`config.mk`:
```
export PLATFORM = sky130hd
export DESIGN_NAME = apb_i2c_bridge_flat
export DESIGN_NICKNAME = d
export VERILOG_FILES = /design/src/rtl/apb_i2c_bridge_pkg.sv /design/src/rtl/apb_i2c_bridge_if.sv /design/src/rtl/apb_i2c_bridge_watchdog.sv /design/src/rtl/apb_i2c_bridge.sv /design/src/flat_wrapper.sv
export SDC_FILE = /design/constraint.sdc
export NUM_CORES = 1
export LEC_CHECK = 0
export CAP_MARGIN = 20
export CORE_MARGIN = 2
export CORE_UTILIZATION = 47
export DETAILED_ROUTE_END_ITERATION = 10
export GPL_ROUTABILITY_DRIVEN = 0
export PLACE_DENSITY = 0.89
export SLEW_MARGIN = 30
export SYNTH_ARGS = -nofsm -noshare
export SYNTH_HDL_FRONTEND = slang
export SYNTH_SLANG_ARGS = --single-unit
```
`constraint.sdc`:
```
create_clock -name clk -period 2.6 [get_ports clk]
set_clock_uncertainty 0.15 [all_clocks]
set_input_delay 0.65 -clock clk [delete_from_list [all_inputs] [get_ports clk]]
set_output_delay 0.65 -clock clk [all_outputs]
set_load 0.1 [all_outputs]
```
`src/rtl/apb_i2c_bridge_pkg.sv`:
```
// Shared types and constants for the APB-to-I2C command bridge.
package apb_i2c_pkg;

    typedef enum logic [1:0] {
        IDLE,
        ISSUE,
        WAIT,
        RESP
    } state_t;

    localparam int TIMEOUT_CYC_DEFAULT = 1023;

    // The watchdog must be able to hold TIMEOUT_CYC itself.
    function automatic int wd_width(input int timeout_cyc);
        return $clog2(timeout_cyc + 1);
    endfunction

endpackage

```
`src/rtl/apb_i2c_bridge_if.sv`:
```
// Bus bundle: APB3 completer signals plus the command/completion set of the I2C master.
interface apb_i2c_bridge_if;
    logic       psel;
    logic       penable;
    logic       pwrite;
    logic [7:0] paddr;
    logic [7:0] pwdata;
    logic [7:0] prdata;
    logic       pready;
    logic       pslverr;

    logic       m_ce;
    logic       m_wren;
    logic       m_rden;
    logic [7:0] m_addr;
    logic [7:0] m_wdata;
    logic [7:0] m_rdata;
    logic       m_error;
    logic       m_done;

    modport slave (
        input  psel, penable, pwrite, paddr, pwdata,
        output prdata, pready, pslverr,
        output m_ce, m_wren, m_rden, m_addr, m_wdata,
        input  m_rdata, m_error, m_done
    );

    modport master (
        output psel, penable, pwrite, paddr, pwdata,
        input  prdata, pready, pslverr,
        input  m_ce, m_wren, m_rden, m_addr, m_wdata,
        output m_rdata, m_error, m_done
    );
endinterface

```
`src/rtl/apb_i2c_bridge_watchdog.sv`:
```
// Saturating up-counter with clear, load and enable; tc flags that LIMIT has been reached.
module i2c_watchdog #(
    parameter int LIMIT = 1023,
    parameter int W     = 10
) (
    input  logic         clk,
    input  logic         reset,
    input  logic         clear,
    input  logic         load,
    input  logic [W-1:0] load_val,
    input  logic         enable,
    output logic         tc
);

    logic [W-1:0] count;

    assign tc = (count == W'(LIMIT));

    always_ff @(posedge clk) begin
        if (reset) begin
            count <= '0;
        end else if (clear) begin
            count <= '0;
        end else if (load) begin
            count <= load_val;
        end else if (enable && !tc) begin
            count <= count + 1'b1;
        end
    end

endmodule

```
`src/rtl/apb_i2c_bridge.sv`:
```
// APB3 completer that issues one I2C master command per access and waits for done or timeout.
//   state | meaning
//   IDLE  | latch setup phase, start on access phase
//   ISSUE | m_ce strobe high, watchdog cleared
//   WAIT  | wait for m_done or watchdog terminal count
//   RESP  | pready pulse with prdata/pslverr
module apb_i2c_bridge
    import apb_i2c_pkg::*;
#(
    parameter int TIMEOUT_CYC = TIMEOUT_CYC_DEFAULT
) (
    input  logic             clk,
    input  logic             reset,
    apb_i2c_bridge_if.slave  bus
);

    localparam int WD_W = wd_width(TIMEOUT_CYC);

    state_t state;
    logic   dir;
    logic   wd_clear;
    logic   wd_en;
    logic   wd_tc;

    assign wd_clear = (state == ISSUE);
    assign wd_en    = (state == WAIT) && !bus.m_done;

    i2c_watchdog #(
        .LIMIT (TIMEOUT_CYC),
        .W     (WD_W)
    ) u_watchdog (
        .clk      (clk),
        .reset    (reset),
        .clear    (wd_clear),
        .load     (1'b0),
        .load_val ({WD_W{1'b0}}),
        .enable   (wd_en),
        .tc       (wd_tc)
    );

    always_ff @(posedge clk) begin
        if (reset) begin
            state       <= IDLE;
            dir         <= 1'b0;
            bus.prdata  <= '0;
            bus.pready  <= 1'b0;
            bus.pslverr <= 1'b0;
            bus.m_ce    <= 1'b0;
            bus.m_wren  <= 1'b0;
            bus.m_rden  <= 1'b0;
            bus.m_addr  <= '0;
            bus.m_wdata <= '0;
        end else begin
            bus.m_ce    <= 1'b0;
            bus.m_wren  <= 1'b0;
            bus.m_rden  <= 1'b0;
            bus.pready  <= 1'b0;
            bus.pslverr <= 1'b0;
            bus.prdata  <= '0;
            case (state)
                IDLE: begin
                    if (bus.psel && !bus.penable) begin
                        bus.m_addr  <= bus.paddr;
                        bus.m_wdata <= bus.pwdata;
                        dir         <= bus.pwrite;
                    end else if (bus.psel && bus.penable) begin
                        state      <= ISSUE;
                        bus.m_ce   <= 1'b1;
                        bus.m_wren <= dir;
                        bus.m_rden <= !dir;
                    end
                end
                ISSUE: state <= WAIT;
                WAIT: begin
                    // m_done takes priority over a coincident terminal count
                    if (bus.m_done) begin
                        state       <= RESP;
                        bus.pready  <= 1'b1;
                        bus.prdata  <= dir ? 8'h00 : bus.m_rdata;
                        bus.pslverr <= bus.m_error;
                    end else if (wd_tc) begin
                        state       <= RESP;
                        bus.pready  <= 1'b1;
                        bus.pslverr <= 1'b1;
                    end
                end
                RESP:    state <= IDLE;
                default: state <= IDLE;
            endcase
        end
    end

endmodule

```
`src/flat_wrapper.sv`:
```
// flat-port wrapper written by rule: the top's interface ports become plain ports
module apb_i2c_bridge_flat import apb_i2c_pkg::*;
#(
    parameter int TIMEOUT_CYC = TIMEOUT_CYC_DEFAULT
)
  (clk, reset, bus_psel, bus_penable, bus_pwrite, bus_paddr, bus_pwdata, bus_prdata, bus_pready, bus_pslverr, bus_m_ce, bus_m_wren, bus_m_rden, bus_m_addr, bus_m_wdata, bus_m_rdata, bus_m_error, bus_m_done);
  apb_i2c_bridge_if bus_i ();
  input  logic clk;
  input  logic reset;
  input wire logic [$bits(bus_i.psel)-1:0] bus_psel;
  input wire logic [$bits(bus_i.penable)-1:0] bus_penable;
  input wire logic [$bits(bus_i.pwrite)-1:0] bus_pwrite;
  input wire logic [$bits(bus_i.paddr)-1:0] bus_paddr;
  input wire logic [$bits(bus_i.pwdata)-1:0] bus_pwdata;
  output wire logic [$bits(bus_i.prdata)-1:0] bus_prdata;
  output wire logic [$bits(bus_i.pready)-1:0] bus_pready;
  output wire logic [$bits(bus_i.pslverr)-1:0] bus_pslverr;
  output wire logic [$bits(bus_i.m_ce)-1:0] bus_m_ce;
  output wire logic [$bits(bus_i.m_wren)-1:0] bus_m_wren;
  output wire logic [$bits(bus_i.m_rden)-1:0] bus_m_rden;
  output wire logic [$bits(bus_i.m_addr)-1:0] bus_m_addr;
  output wire logic [$bits(bus_i.m_wdata)-1:0] bus_m_wdata;
  input wire logic [$bits(bus_i.m_rdata)-1:0] bus_m_rdata;
  input wire logic [$bits(bus_i.m_error)-1:0] bus_m_error;
  input wire logic [$bits(bus_i.m_done)-1:0] bus_m_done;
  assign bus_i.psel = bus_psel;
  assign bus_i.penable = bus_penable;
  assign bus_i.pwrite = bus_pwrite;
  assign bus_i.paddr = bus_paddr;
  assign bus_i.pwdata = bus_pwdata;
  assign bus_prdata = bus_i.prdata;
  assign bus_pready = bus_i.pready;
  assign bus_pslverr = bus_i.pslverr;
  assign bus_m_ce = bus_i.m_ce;
  assign bus_m_wren = bus_i.m_wren;
  assign bus_m_rden = bus_i.m_rden;
  assign bus_m_addr = bus_i.m_addr;
  assign bus_m_wdata = bus_i.m_wdata;
  assign bus_i.m_rdata = bus_m_rdata;
  assign bus_i.m_error = bus_m_error;
  assign bus_i.m_done = bus_m_done;
  apb_i2c_bridge #(.TIMEOUT_CYC(TIMEOUT_CYC)) u_core (.clk(clk), .reset(reset), .bus(bus_i));
endmodule
```
==> run summary, run 1 <==
After clock tree synthesis, the clock-pin slew on the worst setup and hold paths is between 0.1 and 0.15 ns. The multi-input combinational cells in the finished layout cover a total of ~760 µm². The H-tree level count came out at 2. The total of hold buffers inserted after clock tree synthesis came out at 0. Clock tree synthesis selected as its root buffer the cell clkbuf_4. Summed over all layers, the global routing overflow is 0. The biggest cell delay along the critical path is ~0.48 ns. The number of buffers added on ports came out at roughly 60. The async set-reset flop share out of synthesis came out at 0%. The design internal power came out at 1.088 mW. The relative contribution of combinational cells to total power came out at a little over a third. In this run the worst hold path is classified as reg -> reg. For this design the total switching power over the nets is 0.6814 mW. The fmax is roughly 480 MHz. The library cell with the largest summed area after synthesis is dfxtp_1.

The number of optimization iterations in the first detailed-route pass came out at 4. The total nets after synthesis is between 200 and 250. Compared with the post-synthesis result, the final layout area differs by 39.51%. The power density over cell area came out at between 700 and 800 nW/µm².

In this run, synthesis inferred 0 flip-flops with an integrated enable. The wire length of the first global-routing pass is between 5000 and 6000 µm. The run finished with clean final reports.

The leakage power figure is slightly above 0.9 nW. The worst voltage drop across the vdd grid is approximately 0.42 mV. The number of primary I/O pins came out at 60. The number of warnings reported in the yosys synthesis log came out at 0. In the final timing run, aggregate negative setup slack is 0 ns. The worst hold path cell count came out at 2. The starting density of the core is around half. The buffer count from post-CTS setup fixing came out at 0.

The all-layer global routing usage is between 10% and 20%. The wire length after detailed routing came out at 3396 µm. The flip-flop and latch count after synthesis came out at 42. The area of the die came out at around 4000 µm². The overall power of the completed layout is ~1.8 mW. Setup violations remaining at the end of the flow were counted as 0. TritonCTS built the clock tree. The number of slew-limit violations in the final report came out at 0. The area taken by flip-flops and latches came out at 840.8 µm².

The maximum number of pins on one net before global-route repair came out at 18. The sequential element share of the synthesized area is 51.26%. STA classifies the critical path endpoint as a flop.

The fraction of layout cells with a size suffix above 1 is about a fifth. The tool flagged a number of max-cap violations equal to 0. The y dimension of the die came out at around 63 µm. The clock sink count came out at 42.

The mean number of vias per cell is 4.958. The count of distinct cell types in the synthesized netlist came out at 35. The share of the cycle needed by the critical path after routing came out at between 80 and 90%. Counting the fill cells in the layout gives 288. The leading cell type by number of instances after synthesis is dfxtp_1. The startpoint kind of the worst setup timing path is an input pin. The number of inserted diodes is 0. Averaged over all synthesized cells, the footprint is 9.113 µm². Walking the worst path, the cells encountered are clkdlybuf4s50_1, and2b_2, nand2_1, or4_1, a21oi_1. After synthesis, the largest area contributor takes up a little over 50% of total cell area. The slowest stage of the critical path is the clkdlybuf4s50_1 cell. The switching part of the total is about two fifths.

After detailed routing, the average wire length per cell comes to 11.75 µm. The overall via count from detail_route is 1433. Post-CTS repair changed the size of 0 cells. The worst-case headroom to the max-slew limit came out at 59.02%. Summing every instance area after synthesis gives 1640 µm². For this run, the leading register cell type out of synthesis is dfxtp_1. For this run, the post-layout net count is 277. The time the final worst path needs with I/O delays and setup is around 2.1 ns. The initial antenna violation count was 0.

The required time of the worst setup path is between 2 and 3 ns. The clock network accounts for approximately 23% of the total power. Setup repair after global routing left no endpoint under its margin.

The number of CTS-inserted buffers came out at 5. By count the netlist is led by dfxtp_1, nand2_1, a21oi_1, and2_1, nor2_1. The placeable core region came out at 3337 µm². No sink is reached through more buffers than the 2 on the longest clock path. The number of standard-cell rows in the floorplan came out at 21. For this block, the initial DRC count from the detailed router was between 40 and 50. The count of antenna-violating nets left after detailed routing is 0.

Sorting the synthesized cells by area gives the leading types as dfxtp_1, nand2_1, a21oi_1. The wire-length estimate of the detail-placed layout is between 2000 and 3000 µm. The hold violation count in the final report is 0.

The x dimension of the die came out at roughly 63 µm. After detailed routing, the number of remaining DRC violations is 0. The insertion delay to the later sink of the worst-skew pair is 0.34 ns. The critical path start-end classification is in -> reg.

The worst-margin pin slew came out at roughly 0.6 ns. The fraction of power consumed by sequential logic came out at around two fifths. The cell count after synthesis came out at 180. Along the worst path, the maximum fanout reaches 6. The data arrival time of the critical path came out at 2.21 ns.

The via count of the first global-routing pass came out at 1320. The worst-case reg-to-reg path depth came out at 6.
==> power by group through the flow <==
stage          registers [mW]  logic [mW]  clock network [mW]
2_1_floorplan            1.03       0.198                   0
3_3_place_gp            0.743       0.634                   0
3_5_place_dp            0.746       0.642                   0
4_1_cts                 0.731       0.642               0.415
5_1_grt                 0.739       0.675               0.448
6_report                0.730       0.638               0.401
==> per-layer routing <==
layer  global-route usage (%)  vias to the layer above  share of wire, %
met5                        0                        -                 0
met2                    33.24                       44                52
li1                         -                      733                 -
met1                    19.43                      649                40
met3                    4.464                        7               5.7
met4                    8.889                        0               1.9
==> worst max-delay path, delay by kind of cell <==
family	cells	cell delay (ns)
buf+inv	1	0.48
simple gates	3	0.93
compound gates	1	0.15
==> cell families after synthesis <==
logic type / count (synthesis) / synth area share (%)
mux: 2 / 1.220
simple gates: 84 / 26.47
fa+ha+maj: 4 / 3.051
compound gates: 33 / 13.20
flops: 42 / 51.26
xor+xnor: 4 / 2.136
buf+inv: 11 / 2.670
==> placed cells by master (no fill, tap or decap), types with 2 or more instances in the layout <==
| cell type | count |
|---|---|
| dfxtp_1 | 42 |
| nand2_1 | 40 |
| buf_4 | 32 |
| clkdlybuf4s50_1 | 30 |
| a21oi_1 | 21 |
| and2_1 | 10 |
| nor2_1 | 9 |
| clkbuf_4 | 5 |
| inv_1 | 4 |
| o31ai_1 | 4 |
| ha_1 | 4 |
| nand3_1 | 3 |
| nor3b_1 | 3 |
| or4_1 | 3 |
| xor2_1 | 3 |
| nor3_1 | 2 |
| or2_2 | 2 |
| nand2b_1 | 2 |
| mux2i_1 | 2 |
| o211ai_1 | 2 |
| o21ai_0 | 2 |
==> final timing paths <==
| kind | start | to | slack, ns |
|---|---|---|---|
| worst max-delay path | bus_m_done | u_core.u_watchdog.count[9] | 0.51 |
| worst min-delay path | u_core.bus.m_addr[0] | u_core.bus.m_addr[0] | 0.31 |
| worst max register to register | u_core.state[0] | u_core.u_watchdog.count[9] | 0.72 |
| worst min register to register | u_core.bus.m_addr[0] | u_core.bus.m_addr[0] | 0.31 |
==> sequential cells by signal (all words and copies together) (netlist names), 2 cells and up <==
signal,flops
u_core.bus.m_addr,8
u_core.u_watchdog.count,10
u_core.bus.prdata,8
u_core.bus.m_wdata,8
u_core.state,2
==> per-stage QoR <==
step	utilization, %	cells	area, µm²	hold slack, ns	worst slack (ns)
after global routing	68.58	289	2288	0.3309	0.4742
final	68.58	289	2288	0.3089	0.5087
after global placement	66.22	281	2210	0.2925	0.2183
after detailed placement	66.22	281	2210	0.2965	0.1483
after CTS	68.58	289	2288	0.3120	0.5188
after floorplan	-	180	1640	0.2696	0.7823
==> cell type report <==
class                   instances  area share (%)
flip-flops and latches         42           36.74
clock inverters                 2           1.640
inverters                       4          0.6561
clock buffers                   6           1.804
well taps                      46           2.515
repair buffers                 62           23.62
multi-input cells             127           33.02
Note: power is estimated with default switching activity, not from simulation.
==> run 2, diff against run 1 <==
CORE_UTILIZATION = 43   (was 47)
PLACE_DENSITY = 0.83   (was 0.89)
clock period = 1.93 ns   (was 2.6 ns; I/O delays follow)
==> run 2 against run 1 <==
Against the previous run:
- utilization rose by 5.9 points
- non-clock buffer count rose by 8
- sequential power rose by 40%
- power rose by 49%
- critical path depth did not move
- final cell count rose by 3.5%
- register-to-register slack got worse by 0.53 ns
==> run summary, run 2 (synthesis results as in run 1) <==
The flow ran to the end, and the final reports show no timing, DRC or antenna violations. The min-delay analysis places its worst path in the category reg -> reg. STA classifies the critical path endpoint as a flop. The launch point of the worst hold path is u_core.dir. Wires add up to 4075 µm.

The number of optimization iterations in the first detailed-route pass came out at 4. The leakage power figure came out at ~1.0 nW. 60 I/O pins were placed.

The post-route cell area is 2726 µm². Summing all placed instances gives a cell area of between 2000 and 3000 µm². The worst hold path cell count is 1. The worst hold margin came out at ~0.32 ns. In the final routed layout, each cell accounts on average for between 10 and 15 µm. From left edge to right edge, the die measures 65.77 µm.

The via count of the first global-routing pass came out at between 1500 and 2000. TritonCTS built the clock tree. The kind of cell with the highest combined delay along the critical path is simple AND/OR/NAND/NOR gates. For this run, the slowest stage of the critical path takes approximately 0.48 ns. The worst voltage drop across the vdd grid came out at 0.6448 mV.

The clock sink count is 42. The critical path goes through clkdlybuf4s50_1, and2b_2, nand2_1, or4_1, a21oi_1. The critical path start-end classification is in -> reg. In the routed layout, each cell is associated on average with a via count of around 5.0. The detailed placement HPWL came out at 3263 µm. The count of antenna-violating nets left after detailed routing came out at 0. The worst-case headroom to the max-slew limit came out at 61.85%. Derived from the worst setup path, the maximum achievable clock frequency is around 540 MHz.

The path with the worst hold slack has its endpoint at u_core.bus.m_rden. The number of buffers and inverters on the critical path came out at 1. The post-route netlist has between 20% and 30% of its cells at a drive strength greater than 1. The number of stages on the worst setup path is 5. The area of the die is 4325 µm². The total negative setup slack is 0 ns. The all-layer global routing usage is roughly 21%. The initialized floorplan defines 22 standard-cell rows. In this run the worst setup path begins at bus_m_done. The number of inserted diodes is 0.

The library cell used most frequently in the layout, excluding fill and tap cells, is dfxtp_1. The root buffer cell chosen for the clock tree is clkbuf_8. The filler cell count in the final layout came out at 256. The worst-margin pin slew came out at approximately 0.57 ns. Setup repair after global routing left no endpoint under its margin. The synthesis-to-finish area growth is 66.21%.

The number of buffers added on ports is 59. The clock slew seen by the registers of the worst setup and hold paths is 0.08 ns. The insertion delay to the later sink of the worst-skew pair is 0.29 ns.

The register with the most flip-flops in the layout has 10 of them. Leaving out fill and tap cells, the most frequent cells in the layout are dfxtp_1, nand2_1, clkdlybuf4s50_1. The startpoint kind of the worst setup timing path is an input pin. The y dimension of the die came out at 65.77 µm. The top fanout value on the critical path is 4. For this design, the slowest cell found on the critical path is or4_1. The longest clock path from root to sink contains 2 buffers. Of the available clock period, the critical path in the final layout requires a little over nine tenths.

The wire length of the first global-routing pass is 6872 µm. The number of hold buffers added after CTS was 0. The post-detailed-route DRC marker count came out at 0. The worst register-to-register path ends at u_core.u_watchdog.count[9]. Entering global routing, the biggest net connects 18 pins. The final layout contains between 200 and 300 nets. The worst-case reg-to-reg path depth is 6. Gates resized during post-CTS repair numbered 0. The buffer count from post-CTS setup fixing is 0. The starting density of the core is around 45%. The hold violation count in the final report is 0. Max-cap violations in this run came to 0. The final route contains roughly 1500 vias.

The data arrival time of the critical path came out at about 1.9 ns. Dividing total power by cell area gives a power density of 968.6 nW/µm². The placeable core region is around 3700 µm². More flip-flops sit in one register than any other, and that register is u_core.u_watchdog.count. The startpoint identified for the worst register-to-register timing path is u_core.state[0]. The first routing iteration left 83 violations. The time the final worst path needs with I/O delays and setup came out at 1.841 ns. The total grt overflow came out at 0. The number of slew-limit violations in the final report came out at 0. The final design utilization is 74.47%.

The H-tree level count is 2. The worst reg-to-reg setup slack came out at 0.19 ns. The number of CTS-inserted buffers is 5.

Setup violations remaining at the end of the flow were counted as 0. The initial antenna violation count is 0. STA puts the critical path data required time at between 2 and 2.5 ns.
[run 2: cell count changes in the layout (fill, tap and decap cells not counted), sizes merged]
| cell | delta |
|---|---|
| buf | +8 |
| bufinv | -1 |
| clkbuf | +1 |
| clkinv | +1 |
| clkinvlp | -1 |
[run 2: worst register-to-register path, delay by kind of cell (launching register included)]
family / cells / cell delay, ns
DFF: 1 / 0.33
and+or+nand+nor: 3 / 0.78
AOI/OAI and AO/OA: 1 / 0.15
adders and majority gates: 1 / 0.18
buffers and inverters: 1 / 0.09
[run 2: worst max path at each step]
stage / end
after global placement: u_core.u_watchdog.count[9]
after global routing: u_core.u_watchdog.count[9]
after detailed placement: u_core.u_watchdog.count[9]
after floorplan: u_core.bus.m_addr[7]
final: u_core.u_watchdog.count[9]
after CTS: u_core.u_watchdog.count[9]
[run 2: area by class of cell]
class | instances | area [µm²] | area share (%)
clock buffers | 7 | 86.33 | 3.167
clock inverters | 1 | 5.005 | 0.1836
inverters | 4 | 15.01 | 0.5507
multi-input cells | 127 | 755.7 | 27.72
flip-flops and latches | 42 | 840.8 | 30.84
well taps | 48 | 60.06 | 2.203
repair buffers | 70 | 963.4 | 35.34
[run 2: power breakdown]
group	total, mW	internal [mW]	switching, mW
clock	0.576	0.289	0.288
combinational	1.05	0.415	0.633
sequential	1.02	0.944	0.0726
total	2.64	1.65	0.993
[run 2: routing by layer]
layer | vias up | share of wire [%] | global-route usage, %
li1 | 748 | - | -
met5 | - | 0 | 0
met4 | 0 | 1.2 | 6.771
met1 | 699 | 37 | 22.15
met3 | 7 | 6.0 | 5.993
met2 | 45 | 56 | 38.64
[run 2: per-stage QoR]
stage	cells	worst slack (ns)	power, mW
floorplan	180	0.2354	1.658
global placement	291	-0.1381	2.056
detailed placement	291	-0.2036	2.093
CTS	299	0.08074	2.663
global route	299	0.03280	2.767
finish	299	0.08934	2.641
==> run 3, diff against run 2 <==
CORE_UTILIZATION = 39   (was 43)
PLACE_DENSITY = 0.79   (was 0.83)
clock period = 1.55 ns   (was 1.93 ns; I/O delays follow)
==> run 3 against run 2 <==
Against the previous run:
- the flow now finishes with violations (setup timing)
- first-iteration DRC count decreased by 40%
- critical path depth did not move
- setup slack worse by 0.11 ns
- clock power up 14%
- sequential share of layout area is 2.0 points lower
- worst hold slack worse by 0.0045 ns
- sequential cell count stayed put
- count of clock-buffer cells in the layout is the same
- power increased by 26%
==> run summary, run 3 (synthesis results as in run 1) <==
The area of the die came out at approximately 4700 µm². For this run, the total global-route usage over all layers was measured as between 10% and 20%. The startpoint kind of the worst setup timing path is a flop. The worst hold margin is around 0.32 ns. In the layout the commonest cells are nand2_1, dfxtp_1, buf_12. The number of endpoints failing setup at the final stage came out at 3.

The filler cell count in the final layout is around 290. Across the run, the number of max-cap violations was 0. In this run the most critical hold path is launched from u_core.dir. Among all stages on the critical path, the largest delay is contributed by or4_1. Together, buffers and inverters on the worst path number 1.

The fraction of layout cells with a size suffix above 1 came out at a little over a third. The number of stages on the worst setup path came out at 5. The total of hold buffers inserted after clock tree synthesis came out at 0. The data arrival time of the critical path came out at between 1.5 and 2 ns. The worst register-to-register path begins at u_core.u_watchdog.count[1]. The worst setup path is of the reg -> reg kind. The x dimension of the die is around 69 µm.

The worst-margin pin slew came out at 0.4168 ns. The worst-case reg-to-reg path depth is 5. The initial antenna violation count is 1.

The maximum number of pins on one net before global-route repair is 18. The worst voltage drop across the vdd grid is ~0.73 mV. No sink is reached through more buffers than the 2 on the longest clock path.

The count of non-filler cells in the finished layout came out at 313. The via count of the first global-routing pass is roughly 1400. The hold violation count in the final report is 0.

The share of the cycle needed by the critical path after routing came out at 101.3%. Traced cell by cell, the critical path runs through buf_4, and4_1, nand2_4, or4_1, a21oi_1. Broken down by cell family, the worst path's largest delay share belongs to simple AND/OR/NAND/NOR gates. The H-tree level count came out at 2. Setup repair after global routing could not meet its margin everywhere. The fmax came out at roughly 640 MHz. After layout, the worst setup slack is -0.02074 ns. The floorplan step defined a core boundary enclosing around 4000 µm². For this block, the via count after detailed routing is roughly 1500. The post-place instance area is 2768 µm². In this run the static leakage power is ~1.1 nW. The later pin in the worst-skew pair is clocked with a latency of 0.29 ns. The wire length after detailed routing came out at ~4300 µm. TritonCTS built the clock tree. The count of buffers added on input and output ports is 59. The required time of the worst setup path came out at between 1.5 and 2 ns.

The power density over cell area is about 1100 nW/µm². For this run, the post-layout net count is between 200 and 300. The number of CTS-inserted buffers came out at 5.

The post-detailed-route DRC marker count is 0. The number of cells after detailed placement came out at between 300 and 400. The top fanout value on the critical path is 5. The number of flip-flops under the largest register name is 10. The mean number of vias per cell came out at approximately 4.9. The library cell used most frequently in the layout, excluding fill and tap cells, is nand2_1. The path with the worst hold slack has its endpoint at u_core.bus.m_rden. The biggest cell delay along the critical path came out at 0.41 ns. The largest register by flop count is u_core.u_watchdog.count.

In this run the count of I/O pins placed on the die edge is 60. The clock sink count came out at 42. The number of optimization iterations in the first detailed-route pass came out at 4. The number of inserted diodes came out at 0. The iteration-0 DRC count of the detailed router is 50.

In this run the critical register-to-register path is captured at u_core.u_watchdog.count[9]. The detailed placement HPWL is 3231 µm. The flow ran to the end, but the final reports show violations. The number of standard-cell rows in the floorplan is 23. The floorplan step set the die height to roughly 69 µm. Dividing the detail-routed wire length by the instance count gives around 14 µm. Measured on the finished design, the core utilization comes to between 70% and 80%. The wire length of the first global-routing pass is around 6200 µm.

The total grt overflow came out at 0. The worst-case headroom to the max-slew limit is just over 70%. The starting density of the core came out at about two fifths. The time the final worst path needs with I/O delays and setup came out at around 1.6 ns.

The count of antenna-violating nets left after detailed routing is 0. The clock slew seen by the registers of the worst setup and hold paths came out at about 0.080 ns. The number of slew-limit violations in the final report is 0. The synthesis-to-finish area growth came out at 79.56%.

The checks that failed: setup timing. The worst register-to-register path has a setup slack of -0.02 ns. The class of the worst hold path is reg -> reg. The worst setup path is captured at a flop. The worst hold path cell count is 1.

The tree is rooted in a clkbuf_8. The post-route cell area is just under 3000 µm². The total negative setup slack came out at -0.04786 ns.
run 3: per-layer routing:
layer / wire [µm] / part of all wire, % / up-vias / GRT usage [%]
met1: 1739 / 41 / 711 / 19.02
met4: 80 / 1.9 / 2 / 8.088
met3: 228 / 5.3 / 10 / 7.630
met2: 2210 / 52 / 42 / 31.73
met5: 10 / 0.23 / - / 0
li1: - / - / 774 / -
run 3: what timing repair did:
action	CTS	global route
buffers inserted	2	2
hold endpoints to repair	0	0
endpoints found under the setup margin	8	17
gates resized for setup	10	12
cloned	0	1
pin swaps	5	7
run 3: metrics by stage:
step | power (mW) | setup slack, ns
finish | 3.325 | -0.02074
global route | 3.476 | -0.09378
CTS | 3.325 | -0.006984
detailed placement | 2.646 | -0.4196
global placement | 2.608 | -0.3618
floorplan | 2.121 | -0.02960
run 3: power breakdown:
part | switching [mW] | leakage [nW] | internal (mW)
clock | 0.344 | 0.0383 | 0.310
sequential | 0.0939 | 0.344 | 1.18
combinational | 0.829 | 0.745 | 0.568
total | 1.27 | 1.13 | 2.06
run 3: worst max-delay path by stage:
| stage | start | end | slack (ns) |
|---|---|---|---|
| final | u_core.u_watchdog.count[1] | u_core.u_watchdog.count[9] | -0.02 |
| after global routing | u_core.state[0] | u_core.u_watchdog.count[9] | -0.09 |
| after CTS | u_core.state[0] | u_core.u_watchdog.count[7] | -0.007 |
| after detailed placement | bus_m_done | u_core.u_watchdog.count[7] | -0.42 |
| after global placement | bus_m_done | u_core.u_watchdog.count[5] | -0.36 |
| after floorplan | u_core.state[1] | u_core.bus.m_addr[7] | -0.03 |
run 3: final cells by class:
| class | count | area (µm²) | share of cell area [%] |
|---|---|---|---|
| Inverter | 4 | 15.01 | 0.5098 |
| Tap cell | 50 | 62.56 | 2.124 |
| Sequential cell | 42 | 850.8 | 28.89 |
| Timing Repair Buffer | 82 | 1069 | 36.28 |
| Multi-Input combinational cell | 128 | 872.1 | 29.61 |
| Clock buffer | 7 | 76.32 | 2.591 |
